===== src/rtl/mem_port_arbiter.sv =====
// Shares a single-ported memory bus between instruction fetch and data access.
// Data requests win arbitration (the MEM-stage instruction is older). Read data is
// held, with a done flag, until the pipeline advances. A watchdog can abort a
// transaction whose bus never acknowledges.
module mem_port_arbiter #(
    parameter int unsigned AW      = 32,
    parameter int unsigned DW      = 32,
    parameter int unsigned TIMEOUT = 64
) (
    input  logic              clk,
    input  logic              resetn,
    input  logic              if_req,
    input  logic [AW-1:0]     if_addr,
    output logic [DW-1:0]     if_rdata,
    input  logic              mem_req,
    input  logic              mem_we,
    input  logic [DW/8-1:0]   mem_be,
    input  logic [AW-1:0]     mem_addr,
    input  logic [DW-1:0]     mem_wdata,
    output logic [DW-1:0]     mem_rdata,
    input  logic              advance,
    input  logic              flush,
    output logic              stall_if,
    output logic              stall_mem,
    output logic              stall_req,
    output logic              bus_req,
    output logic              bus_we,
    output logic [DW/8-1:0]   bus_be,
    output logic [AW-1:0]     bus_addr,
    output logic [DW-1:0]     bus_wdata,
    input  logic              bus_ack,
    input  logic [DW-1:0]     bus_rdata,
    output logic              bus_err
);

    localparam int unsigned BW = DW / 8;
    localparam int unsigned CW = (TIMEOUT > 1) ? $clog2(TIMEOUT) : 1;
    localparam logic [CW-1:0] CNT_LAST = CW'((TIMEOUT > 0) ? TIMEOUT - 1 : 0);
    localparam logic WDOG_EN = (TIMEOUT > 0);

    typedef enum logic [1:0] {
        IDLE = 2'd0,
        DATA = 2'd1,
        INST = 2'd2
    } state_t;

    state_t          state_q,     state_d;
    logic            bus_req_q,   bus_req_d;
    logic            bus_we_q,    bus_we_d;
    logic [BW-1:0]   bus_be_q,    bus_be_d;
    logic [AW-1:0]   bus_addr_q,  bus_addr_d;
    logic [DW-1:0]   bus_wdata_q, bus_wdata_d;
    logic [DW-1:0]   if_rdata_q,  if_rdata_d;
    logic [DW-1:0]   mem_rdata_q, mem_rdata_d;
    logic            if_done_q,   if_done_d;
    logic            mem_done_q,  mem_done_d;
    logic            discard_q,   discard_d;
    logic [CW-1:0]   cnt_q,       cnt_d;
    logic            bus_err_q,   bus_err_d;

    logic            timeout_hit;
    logic            discard_now;
    logic            txn_end;

    // Stalls are combinational so a request stalls the pipe in the very cycle it appears.
    assign stall_if  = if_req & ~if_done_q;
    assign stall_mem = mem_req & ~mem_done_q;
    assign stall_req = stall_if | stall_mem;

    assign bus_req   = bus_req_q;
    assign bus_we    = bus_we_q;
    assign bus_be    = bus_be_q;
    assign bus_addr  = bus_addr_q;
    assign bus_wdata = bus_wdata_q;
    assign bus_err   = bus_err_q;
    assign if_rdata  = if_rdata_q;
    assign mem_rdata = mem_rdata_q;

    // Next-state: arbitration, bus sequencing, result capture and watchdog.
    always_comb begin
        state_d     = state_q;
        bus_req_d   = bus_req_q;
        bus_we_d    = bus_we_q;
        bus_be_d    = bus_be_q;
        bus_addr_d  = bus_addr_q;
        bus_wdata_d = bus_wdata_q;
        if_rdata_d  = if_rdata_q;
        mem_rdata_d = mem_rdata_q;
        if_done_d   = if_done_q;
        mem_done_d  = mem_done_q;
        discard_d   = discard_q;
        cnt_d       = cnt_q;
        bus_err_d   = bus_err_q;
        txn_end     = 1'b0;
        timeout_hit = WDOG_EN && (cnt_q == CNT_LAST);
        discard_now = discard_q | flush;

        // Clears come first so a completion in the same cycle still sets done.
        if (advance) begin
            if_done_d  = 1'b0;
            mem_done_d = 1'b0;
        end
        if (flush) begin
            if_done_d = 1'b0;
        end

        unique case (state_q)
            IDLE: begin
                cnt_d = '0;
                if (mem_req && !mem_done_q) begin
                    state_d     = DATA;
                    bus_req_d   = 1'b1;
                    bus_we_d    = mem_we;
                    bus_be_d    = mem_we ? mem_be : '1;
                    bus_addr_d  = mem_addr;
                    bus_wdata_d = mem_wdata;
                end else if (if_req && !if_done_q && !flush) begin
                    state_d     = INST;
                    bus_req_d   = 1'b1;
                    bus_we_d    = 1'b0;
                    bus_be_d    = '1;
                    bus_addr_d  = if_addr;
                    bus_wdata_d = '0;
                end
            end
            DATA: begin
                if (bus_ack) begin
                    mem_done_d = 1'b1;
                    if (!bus_we_q) begin
                        mem_rdata_d = bus_rdata;
                    end
                    txn_end = 1'b1;
                end else if (timeout_hit) begin
                    mem_done_d  = 1'b1;
                    mem_rdata_d = '0;
                    bus_err_d   = 1'b1;
                    txn_end     = 1'b1;
                end else if (WDOG_EN) begin
                    cnt_d = cnt_q + CW'(1);
                end
            end
            INST: begin
                if (flush) begin
                    discard_d = 1'b1;
                end
                if (bus_ack) begin
                    if (!discard_now) begin
                        if_done_d  = 1'b1;
                        if_rdata_d = bus_rdata;
                    end
                    txn_end = 1'b1;
                end else if (timeout_hit) begin
                    if (!discard_now) begin
                        if_done_d  = 1'b1;
                        if_rdata_d = '0;
                    end
                    bus_err_d = 1'b1;
                    txn_end   = 1'b1;
                end else if (WDOG_EN) begin
                    cnt_d = cnt_q + CW'(1);
                end
            end
            default: begin
                state_d = IDLE;
            end
        endcase

        if (txn_end) begin
            state_d   = IDLE;
            bus_req_d = 1'b0;
            discard_d = 1'b0;
            cnt_d     = '0;
        end
    end

    // State and registered outputs; reset drops bus_req immediately.
    always_ff @(posedge clk or negedge resetn) begin
        if (!resetn) begin
            state_q     <= IDLE;
            bus_req_q   <= 1'b0;
            bus_we_q    <= 1'b0;
            bus_be_q    <= '0;
            bus_addr_q  <= '0;
            bus_wdata_q <= '0;
            if_rdata_q  <= '0;
            mem_rdata_q <= '0;
            if_done_q   <= 1'b0;
            mem_done_q  <= 1'b0;
            discard_q   <= 1'b0;
            cnt_q       <= '0;
            bus_err_q   <= 1'b0;
        end else begin
            state_q     <= state_d;
            bus_req_q   <= bus_req_d;
            bus_we_q    <= bus_we_d;
            bus_be_q    <= bus_be_d;
            bus_addr_q  <= bus_addr_d;
            bus_wdata_q <= bus_wdata_d;
            if_rdata_q  <= if_rdata_d;
            mem_rdata_q <= mem_rdata_d;
            if_done_q   <= if_done_d;
            mem_done_q  <= mem_done_d;
            discard_q   <= discard_d;
            cnt_q       <= cnt_d;
            bus_err_q   <= bus_err_d;
        end
    end

    // The pipeline must never advance while this block is stalling it.
    a_no_advance_in_stall: assert property (@(posedge clk) disable iff (!resetn)
        !(advance && stall_req));

endmodule


===== config.mk =====
export PLATFORM = sky130hd
export DESIGN_NAME = mem_port_arbiter
export DESIGN_NICKNAME = d
export VERILOG_FILES = /design/src/rtl/mem_port_arbiter.sv
export SDC_FILE = /design/constraint.sdc
export NUM_CORES = 1
export LEC_CHECK = 0
export BUFFER_PORTS_ARGS = -buffer_cell sky130_fd_sc_hd__buf_2
export CAP_MARGIN = 20
export CORE_ASPECT_RATIO = 0.75
export CORE_UTILIZATION = 40
export DETAILED_ROUTE_END_ITERATION = 8
export PLACE_DENSITY_LB_ADDON = 0.05
export RECOVER_POWER = 100
export SYNTH_ARGS = -nofsm -noshare
export SYNTH_HDL_FRONTEND = slang
export SYNTH_SLANG_ARGS = --single-unit

===== constraint.sdc =====
create_clock -name clk -period 4.3 [get_ports clk]
set_input_delay 0.215 -clock clk [delete_from_list [all_inputs] [get_ports clk]]
set_output_delay 0.215 -clock clk [all_outputs]
set_load 0.1 [all_outputs]

==> out/summary.json, run 1 <==
{
  "outcome": {"value": "finished with violations"},
  "violations": {"value": "capacitance limit, slew limit"},
  "max_buffers_root_to_sink": {"value": 2},
  "crit_arrival": {"value": 3130, "unit": "ps"},
  "crit_path_max_fanout": {"value": 38},
  "timing.final.setup_violations": {"value": 0},
  "critPathLaunchType": {"value": "register"},
  "min-delay-path-class": {"value": "in2reg"},
  "cts_setup_buffers": {"value": 0},
  "grt_setup_unrepaired": {"value": "false"},
  "multiInputGateArea": {"value": 2183, "unit": "sq um"},
  "leading_cell_type_by_number_of_instances_after_synthesis": {"value": "dfrtp_1"},
  "core_area": {"value": 14640, "unit": "sq um"},
  "drt_pre_antenna_iters": {"value": 4},
  "grt_start_max_net_pins": {"value": 112},
  "net_count_after_synthesis": {"value": 664},
  "rr_endpoint": {"value": "bus_addr[29]"},
  "netlist-cell-type-count": {"value": 33},
  "critical_path.endpoint": {"value": "stall_req"},
  "grt_overflow": {"value": 0},
  "number_of_antenna_violations_at_the_first_check_in_global_routing": {"value": 3},
  "die_area": {"value": 15730, "unit": "sq um"},
  "syn-instance-count": {"value": 519},
  "worst-slew-pin-transition": {"value": 2756, "unit": "ps"},
  "slew_headroom": {"value": -83.70, "unit": "%"},
  "total_half_perimeter_wirelength_after_legalization_and_detailed_placement": {"value": 11850, "unit": "um"},
  "yosysWarningCount": {"value": 0},
  "ys.flop_type": {"value": "dfrtp_1"},
  "hold_viol_final": {"value": 0},
  "drt-total-wl": {"value": 17380, "unit": "um"},
  "grt_util_met1": {"value": 29.18, "unit": "%"},
  "final_nets": {"value": 930},
  "synth_edf_count": {"value": 0},
  "ctsHoldBuffers": {"value": 4},
  "globalRoute.busiestLayer": {"value": "met2"},
  "placementRows": {"value": 38},
  "top_cell_type_s_share_of_synthesized_area": {"value": 59.97, "unit": "%"},
  "gpl.final_weighted_congestion": {"value": 0.8141},
  "synth.top_cells.by_area": {"value": "dfrtp_1 60%, a22o_1 18%, nand2_1 4.4%"},
  "finalCriticalPeriod": {"value": 3347, "unit": "ps"},
  "yosys-top-cells-count": {"value": "146 x dfrtp_1, 128 x a22o_1, 71 x nand2_1"},
  "initial_utilization": {"value": 41.60, "unit": "%"},
  "avgSynthCellArea": {"value": 11.74, "unit": "sq um"},
  "synthesis.area": {"value": 6092, "unit": "sq um"},
  "slew_viol_final": {"value": 49},
  "grt_pass1_wl": {"value": 26660, "unit": "um"},
  "numPortBuffers": {"value": 277},
  "synthArstFlopShare": {"value": 100.0, "unit": "%"},
  "die-height": {"value": 108.9, "unit": "um"},
  "worst_ep_required_time": {"value": 4090, "unit": "ps"},
  "clk-insertion-delay-late": {"value": 420, "unit": "ps"},
  "first_iter_violations": {"value": 231},
  "end_kind": {"value": "output pin"},
  "grt_pass1_vias": {"value": 5128},
  "yosysSeqAreaShare": {"value": 59.97, "unit": "%"},
  "netlist.top_cell.by_area": {"value": "dfrtp_1"},
  "area_growth_syn_to_layout": {"value": 34.55, "unit": "%"},
  "layout.area.seq": {"value": 3654, "unit": "sq um"},
  "rr_worst_depth": {"value": 7},
  "clk_pin_slew": {"value": 60, "unit": "ps"},
  "global_route.usage.met2": {"value": 34.51, "unit": "%"},
  "synth.ff_latch_count": {"value": 146},
  "route.detailed.drc": {"value": 0},
  "floorplan_die_width": {"value": 144.5, "unit": "um"},
  "number_of_h_tree_levels": {"value": 4},
  "cts_resized": {"value": 0},
  "antenna_left": {"value": 0},
  "fin_worst_skew": {"value": 7.382, "unit": "ps"},
  "period_share": {"value": 77.84, "unit": "%"},
  "use_met3": {"value": 7.554, "unit": "%"},
  "regToRegStartpoint": {"value": "mem_done_q"},
  "highest_attainable_clock_frequency": {"value": 0.2988, "unit": "GHz"},
  "cts.sinks": {"value": 146},
  "cap_viol_max_count": {"value": 1},
  "tritoncts": {"value": "done"},
  "setup_total_negative_slack": {"value": 0, "unit": "ps"},
  "grt_usage": {"value": 22.65, "unit": "%"},
  "num_io_pins": {"value": 278},
  "post_drt_wl_per_cell": {"value": 17.40, "unit": "um"},
  "vias_per_cell": {"value": 5.172},
  "worst-r2r-setup-slack": {"value": 1110, "unit": "ps"},
  "number_of_fill_cells_in_the_layout": {"value": 1373},
  "cts_inserted_buffers": {"value": 17},
  "count_of_vias_placed_by_the_detailed_router": {"value": 5167},
  "worstSetupPathType": {"value": "reg2out"},
  "startpoint": {"value": "mem_done_q"},
  "root_driver": {"value": "clkbuf_16"},
  "fraction_of_layout_instances_using_a_drive_strength_above_1": {"value": 24.47, "unit": "%"}
}
## worst max-delay path, cell delays in order, from the launching register on
cell and delay [ps]:
dfrtp_1 360, inv_1 100, nand2_4 220, inv_1 910, or2_2 240, clkbuf_1 860
## flip-flops by register name (all words and copies together), names as in the netlist
register    count
bus_addr       32
state_q         2
mem_rdata      32
if_done_q       1
mem_done_q      1
if_rdata       32
bus_err         1
cnt_q           6
discard_q       1
bus_we          1
bus_req         1
bus_wdata      32
bus_be          4
## placed cells by master, fill, tap and decap left out, drive strengths merged, types with 3 or more instances in the layout
cell type / instances
clkbuf: 157
buf: 147
dfrtp: 146
a22o: 128
nand2: 74
nor2: 36
a31oi: 32
o21ai: 11
bufinv: 8
a21oi: 7
dlygate4sd3: 6
ha: 5
inv: 5
nand2b: 4
o22a: 4
clkinv: 4
nand3: 3
nor3: 3
## area by class of cell
| cell class | count | area share, % |
|---|---|---|
| well taps | 200 | 3.053 |
| flip-flops and latches | 146 | 44.57 |
| clock inverters | 13 | 3.419 |
| repair buffers | 292 | 16.84 |
| multi-input cells | 324 | 26.64 |
| clock buffers | 18 | 5.236 |
| inverters | 4 | 0.1832 |
| diodes | 2 | 0.06106 |
## per-layer routing
layer	routed length (um)	part of all wire, %
met1	7591	44
met3	1225	7.0
met2	8132	47
met4	416	2.4
met5	13	0.075
## metrics by stage
| step | util (%) | setup slack, ps | std cells | instance area [sq um] | hold slack, ps |
|---|---|---|---|---|---|
| floorplan | - | 1685 | 519 | 6092 | -80.59 |
| detailed placement | 51.57 | 1517 | 958 | 7552 | 433.2 |
| finish | 55.97 | 952.9 | 999 | 8197 | 22.08 |
| global placement | 51.57 | 1599 | 958 | 7552 | 438.8 |
| CTS | 56.69 | 1489 | 993 | 8302 | 0.03636 |
| global route | 55.97 | 671.0 | 999 | 8197 | 0.4101 |
## logic make-up (layout without fill, tap and decap cells)
| family | after synthesis | after routing | synth area share [%] |
|---|---|---|---|
| and+or+nand+nor | 129 | 129 | 8.955 |
| adders and majority gates | 5 | 5 | 1.027 |
| other | 0 | 2 | 0 |
| AOI/OAI and AO/OA | 190 | 190 | 25.88 |
| buffers and inverters | 49 | 327 | 4.169 |
| DFF | 146 | 146 | 59.97 |
## worst min-delay path by stage
stage,start,end,slack (ps),depth (start not counted)
after floorplan,resetn,bus_addr[0],-80,0
after global placement,resetn,mem_rdata[3],440,1
after detailed placement,resetn,mem_rdata[3],430,1
after CTS,mem_wdata[20],bus_wdata[20],0.04,2
after global routing,mem_wdata[23],bus_wdata[23],0.4,2
final,mem_wdata[29],bus_wdata[29],20,2
Power of run 1 is not shown: default switching activity piles up to over one toggle a cycle in this logic, so the estimate is an artifact.
==> inputs of run 2 (changes only) <==
Clock period 4.3 ns to 3.13 ns, I/O delays scaled along.
==> run 2 against run 1 <==
The run still ends with capacitance limit, slew limit left. Design area grew 11%. Flip-flop and latch count is the same. Register-to-register slack lost 730 ps. Count of clock-buffer cells in the layout grew 2. Cell count grew 11%. First-iteration DRC count grew 29%. Critical path depth grew 4. Sequential share of layout area shrank 4.5 points. Largest cell class unchanged. Highest routed layer is now met4.
==> out/summary.json, run 2 (same netlist as run 1, synthesis figures left out) <==
{
  "fraction_of_layout_instances_using_a_drive_strength_above_1": {"value": 22.05, "unit": "%"},
  "cts.sinks": {"value": 146},
  "commonest_non_fill_non_tap_cell_in_the_layout": {"value": "dfrtp_1"},
  "fin_worst_skew": {"value": 13.29, "unit": "ps"},
  "grt_pass1_wl": {"value": 29890, "unit": "um"},
  "drt-total-wl": {"value": 19080, "unit": "um"},
  "critical_path_buf_inv_count": {"value": 5},
  "total_half_perimeter_wirelength_after_legalization_and_detailed_placement": {"value": 11750, "unit": "um"},
  "first_iter_violations": {"value": 299},
  "regToRegStartpoint": {"value": "mem_done_q"},
  "final.setup.worst_slack": {"value": 385.0, "unit": "ps"},
  "end_kind": {"value": "register"},
  "final_nets": {"value": 1039},
  "hold_viol_final": {"value": 0},
  "floorplan_die_width": {"value": 144.5, "unit": "um"},
  "placedInstanceArea": {"value": 7592, "unit": "sq um"},
  "crit_family": {"value": "buffers and inverters"},
  "grt_pass1_vias": {"value": 5906},
  "grt_overflow": {"value": 0},
  "layout_common_cells": {"value": "146 x dfrtp_1, 139 x buf_2, 138 x clkbuf_1, 128 x a22o_1, 115 x dlygate4sd3_1"},
  "post-place-ws": {"value": 1057, "unit": "ps"},
  "worst-slew-pin-transition": {"value": 1888, "unit": "ps"},
  "rr_endpoint": {"value": "bus_addr[8]"},
  "core_area": {"value": 14640, "unit": "sq um"},
  "clk-insertion-delay-late": {"value": 420, "unit": "ps"},
  "highest_attainable_clock_frequency": {"value": 0.3643, "unit": "GHz"},
  "cts_resized": {"value": 0},
  "grt_start_max_net_pins": {"value": 75},
  "post_route_design_area": {"value": 9119, "unit": "sq um"},
  "timing.final.setup_violations": {"value": 0},
  "crit_arrival": {"value": 3100, "unit": "ps"},
  "worst_ep_required_time": {"value": 3490, "unit": "ps"},
  "initial_utilization": {"value": 41.60, "unit": "%"},
  "slew_viol_final": {"value": 74},
  "cap_viol_max_count": {"value": 1},
  "ctsHoldBuffers": {"value": 113},
  "slowest_delay": {"value": 570, "unit": "ps"},
  "path_depth": {"value": 9},
  "placementRows": {"value": 38},
  "max_buffers_root_to_sink": {"value": 2},
  "route.detailed.drc": {"value": 0},
  "root_driver": {"value": "clkbuf_16"},
  "slew_headroom": {"value": -25.87, "unit": "%"},
  "worst-r2r-setup-slack": {"value": 380, "unit": "ps"},
  "finalCriticalPeriod": {"value": 2745, "unit": "ps"},
  "die-height": {"value": 108.9, "unit": "um"},
  "antenna_left": {"value": 0},
  "grt_setup_unrepaired": {"value": "false"},
  "violations": {"value": "capacitance limit, slew limit"},
  "cells_traversed_along_the_worst_timing_path": {"value": "inv_2 -> nand2_4 -> inv_1 -> buf_4 -> o21a_2 -> buf_12 -> nor2_1 -> a31oi_1 -> dlygate4sd3_1"},
  "post_drt_wl_per_cell": {"value": 17.22, "unit": "um"},
  "number_of_antenna_violations_at_the_first_check_in_global_routing": {"value": 1},
  "critical_path_cell_with_the_highest_stage_delay": {"value": "dlygate4sd3_1"},
  "area_growth_syn_to_layout": {"value": 49.68, "unit": "%"},
  "num_io_pins": {"value": 278},
  "gpl.final_weighted_congestion": {"value": 0.8526},
  "hold-path-endpoint": {"value": "bus_addr[25]"},
  "period_share": {"value": 87.70, "unit": "%"},
  "min-delay-start": {"value": "mem_addr[25]"},
  "count_of_vias_placed_by_the_detailed_router": {"value": 5727},
  "utilization": {"value": 62.27, "unit": "%"},
  "cts_inserted_buffers": {"value": 17},
  "holdPathStages": {"value": 3},
  "setup_total_negative_slack": {"value": 0, "unit": "ps"},
  "number_of_h_tree_levels": {"value": 4},
  "vias_per_cell": {"value": 5.169},
  "crit_path_max_fanout": {"value": 69},
  "cts_setup_buffers": {"value": 0},
  "drt_pre_antenna_iters": {"value": 5},
  "grt_usage": {"value": 25.04, "unit": "%"},
  "numPortBuffers": {"value": 277},
  "critPathLaunchType": {"value": "register"},
  "worstSetupPathType": {"value": "reg2reg"},
  "die_area": {"value": 15730, "unit": "sq um"},
  "clk_pin_slew": {"value": 60, "unit": "ps"},
  "min-delay-path-class": {"value": "in2reg"},
  "outcome": {"value": "finished with violations"},
  "rr_worst_depth": {"value": 9},
  "tritoncts": {"value": "done"}
}
## run 2: cell count changes in the layout (fill, tap and decap cells not counted), moves of 2 or more
cell	change
clkbuf_2	+2
buf_12	+2
buf_16	-2
clkbuf_1	-2
dlygate4sd3_1	+109
clkinvlp_4	+3
bufinv_16	-7
clkinv_2	+3
## run 2: worst register-to-register path, stage by stage (launching register included)
cell and delay (ps):
dfrtp_1 370, inv_2 70, nand2_4 210, inv_1 320, buf_4 380, o21a_2 220, buf_12 270, nor2_1 90
a31oi_1 160, dlygate4sd3_1 570
## run 2: routing by layer
metal | vias up | wire length [um] | global-route usage, %
li1 | 2655 | - | -
met1 | 2826 | 7936 | 30.75
met2 | 214 | 9508 | 42.00
met3 | 32 | 1262 | 7.861
met4 | 0 | 375 | 7.970
met5 | - | 0 | 0
## run 2: layout make-up
class	count	area (sq um)
clock buffers	20	446.7
diodes	1	2.502
repair buffers	401	2460
multi-input cells	324	2183
well taps	200	250.2
flip-flops and latches	146	3654
inverters	4	15.01
fillers	1264	5525
clock inverters	12	107.6
## run 2: how the worst max path moves through the flow
stage,from,endpoint
final,mem_done_q,bus_addr[8]
after global routing,mem_done_q,bus_addr[9]
after CTS,mem_done_q,bus_addr[13]
after detailed placement,mem_done_q,bus_addr[13]
after global placement,mem_done_q,bus_addr[29]
after floorplan,if_done_q,stall_req
## run 2: stage by stage
stage | hold slack [ps] | cells
2_1_floorplan | -139.1 | 519
3_3_place_gp | 216.0 | 960
3_5_place_dp | 220.2 | 960
4_1_cts | 0.1578 | 1105
5_1_grt | 10.10 | 1108
6_report | 14.40 | 1108
Power of run 2 is left out for the same reason.
==> inputs of run 3 (changes only) <==
Settings changed: CELL_PAD_IN_SITES_DETAIL_PLACEMENT set to 0, CELL_PAD_IN_SITES_GLOBAL_PLACEMENT set to 1, CORE_UTILIZATION 40 to 35.
==> run 3 against run 2 <==
The flow still finishes with violations (capacitance limit, slew limit). Fmax up 7.5%. Count of clock-buffer cells in the layout up 1. Clock skew down 0.52 ps. Critical path depth down 1. Worst setup slack better by 190 ps. First-iteration DRC count down 8.7%. Core utilization down 8.7 points. Critical endpoint unchanged.
==> out/summary.json, run 3 (same netlist as run 1, synthesis figures left out) <==
{
  "outcome": {"value": "finished with violations"},
  "violations": {"value": "capacitance limit, slew limit"},
  "min-delay-start": {"value": "mem_addr[0]"},
  "grt_setup_unrepaired": {"value": "false"},
  "layout.area.seq": {"value": 3654, "unit": "sq um"},
  "multiInputGateArea": {"value": 2183, "unit": "sq um"},
  "antenna-diode-count": {"value": 0},
  "final_nets": {"value": 1033},
  "slew_headroom": {"value": -26.53, "unit": "%"},
  "holdPathStages": {"value": 3},
  "area_growth_syn_to_layout": {"value": 48.90, "unit": "%"},
  "numPortBuffers": {"value": 277},
  "crit_path_max_fanout": {"value": 69},
  "commonest_non_fill_non_tap_cell_in_the_layout": {"value": "dfrtp_1"},
  "gpl.final_weighted_congestion": {"value": 0.7458},
  "number_of_antenna_violations_at_the_first_check_in_global_routing": {"value": 0},
  "first_iter_violations": {"value": 273},
  "min-delay-path-class": {"value": "in2reg"},
  "worst-slew-pin-transition": {"value": 1898, "unit": "ps"},
  "layout_common_cells": {"value": "146 x dfrtp_1, 138 x clkbuf_1, 138 x buf_2, 128 x a22o_1, 108 x dlygate4sd3_1"},
  "critPathLaunchType": {"value": "register"},
  "total_half_perimeter_wirelength_after_legalization_and_detailed_placement": {"value": 11760, "unit": "um"},
  "finalCriticalPeriod": {"value": 2553, "unit": "ps"},
  "worstSetupPathType": {"value": "reg2reg"},
  "cap_viol_max_count": {"value": 1},
  "regToRegStartpoint": {"value": "mem_done_q"},
  "cts.sinks": {"value": 146},
  "startpoint": {"value": "mem_done_q"},
  "root_driver": {"value": "clkbuf_16"},
  "critical_path.most_common_cell": {"value": "inv_1"},
  "fin_worst_skew": {"value": 12.77, "unit": "ps"},
  "grt_overflow": {"value": 0},
  "critical_path_cell_with_the_highest_stage_delay": {"value": "dlygate4sd3_1"},
  "grt_usage": {"value": 20.84, "unit": "%"},
  "placementRows": {"value": 41},
  "crit_arrival": {"value": 2900, "unit": "ps"},
  "end_kind": {"value": "register"},
  "highest_attainable_clock_frequency": {"value": 0.3917, "unit": "GHz"},
  "cts_inserted_buffers": {"value": 17},
  "die-height": {"value": 116.3, "unit": "um"},
  "setup_total_negative_slack": {"value": 0, "unit": "ps"},
  "worst_ep_required_time": {"value": 3480, "unit": "ps"},
  "max_buffers_root_to_sink": {"value": 2},
  "cts_resized": {"value": 0},
  "clk_pin_slew": {"value": 60, "unit": "ps"},
  "fraction_of_layout_instances_using_a_drive_strength_above_1": {"value": 21.80, "unit": "%"},
  "clk-insertion-delay-late": {"value": 420, "unit": "ps"},
  "number_of_fill_cells_in_the_layout": {"value": 1568},
  "antenna_left": {"value": 0},
  "grt_pass1_wl": {"value": 29090, "unit": "um"},
  "num_io_pins": {"value": 278},
  "drt-total-wl": {"value": 18230, "unit": "um"},
  "grt_pass1_vias": {"value": 5691},
  "timing.final.setup_violations": {"value": 0},
  "tritoncts": {"value": "done"},
  "cells_traversed_along_the_worst_timing_path": {"value": "inv_1 -> nand2_4 -> inv_1 -> o21a_2 -> buf_4 -> nor2_1 -> a31oi_1 -> dlygate4sd3_1"},
  "slowest_delay": {"value": 580, "unit": "ps"},
  "grt_start_max_net_pins": {"value": 74},
  "count_of_vias_placed_by_the_detailed_router": {"value": 5585},
  "route.detailed.drc": {"value": 0},
  "die_area": {"value": 17940, "unit": "sq um"},
  "drt_pre_antenna_iters": {"value": 4},
  "rr_worst_depth": {"value": 8},
  "vias_per_cell": {"value": 5.013},
  "hold_viol_final": {"value": 0},
  "core_area": {"value": 16930, "unit": "sq um"},
  "slew_viol_final": {"value": 73},
  "initial_utilization": {"value": 35.99, "unit": "%"},
  "floorplan_die_width": {"value": 154.3, "unit": "um"},
  "number_of_h_tree_levels": {"value": 4},
  "period_share": {"value": 81.56, "unit": "%"},
  "post_drt_wl_per_cell": {"value": 16.36, "unit": "um"},
  "cts_setup_buffers": {"value": 0}
}
-- run 3: cell types whose count changed in the layout (fill, tap and decap cells not counted), sizes merged --
| cell | before | now |
|---|---|---|
| buf | 148 | 147 |
| bufinv | 1 | 2 |
| clkbuf | 158 | 161 |
| clkinv | 6 | 4 |
| clkinvlp | 3 | 2 |
| diode | 1 | 0 |
| dlygate4sd3 | 115 | 108 |
| inv | 6 | 5 |
-- run 3: final timing paths --
kind / to / slack (ps)
worst max-delay path: bus_addr[8] / 580
worst min-delay path: bus_addr[0] / 10
max in group asynchronous: bus_addr[24] / 810
worst min register to register: bus_be[3] / 490
worst max register to register: bus_addr[8] / 580
min in group asynchronous: bus_addr[5] / 790
-- run 3: per-layer routing --
metal,part of all wire [%],GRT usage (%),vias to the layer above,wire (um)
li1,-,-,2643,-
met1,44,25.82,2742,7990
met2,48,34.85,175,8815
met3,5.9,5.826,25,1076
met4,1.9,8.449,0,346
met5,0,0,-,0
-- run 3: critical path, delay by kind of cell, from the launching register on --
family,cells,cell delay (ps)
buffers and inverters,4,1450
flip-flops,1,360
AO/OA/AOI/OAI,2,330
AND/OR/NAND/NOR,2,320
-- run 3: final cells by class --
cell class	count	area share, %
inverter	4	0.1655
clock inverter	9	1.186
multi-input combinational	324	24.07
tap	215	2.966
clock buffer	21	5.076
timing repair buffer	395	26.26
sequential	146	40.28
-- run 3: repair_timing --
| action | CTS | global route |
|---|---|---|
| endpoints found under the hold margin | 162 | 0 |
| endpoints found under the setup margin | 0 | 0 |
| hold buffers | 108 | 0 |
-- run 3: per-stage QoR --
step	instance area (sq um)	hold WS, ps	setup WS (ps)	util (%)	cells
after floorplan	6092	-139.1	573.3	-	519
after global placement	7606	224.0	1172	44.93	976
after global routing	9071	2.365	369.3	53.58	1114
final	9071	11.42	577.1	53.58	1114
after detailed placement	7606	230.1	1114	44.93	976
after CTS	9255	1.806	675.8	54.67	1114
Power of run 3 is left out for the same reason.
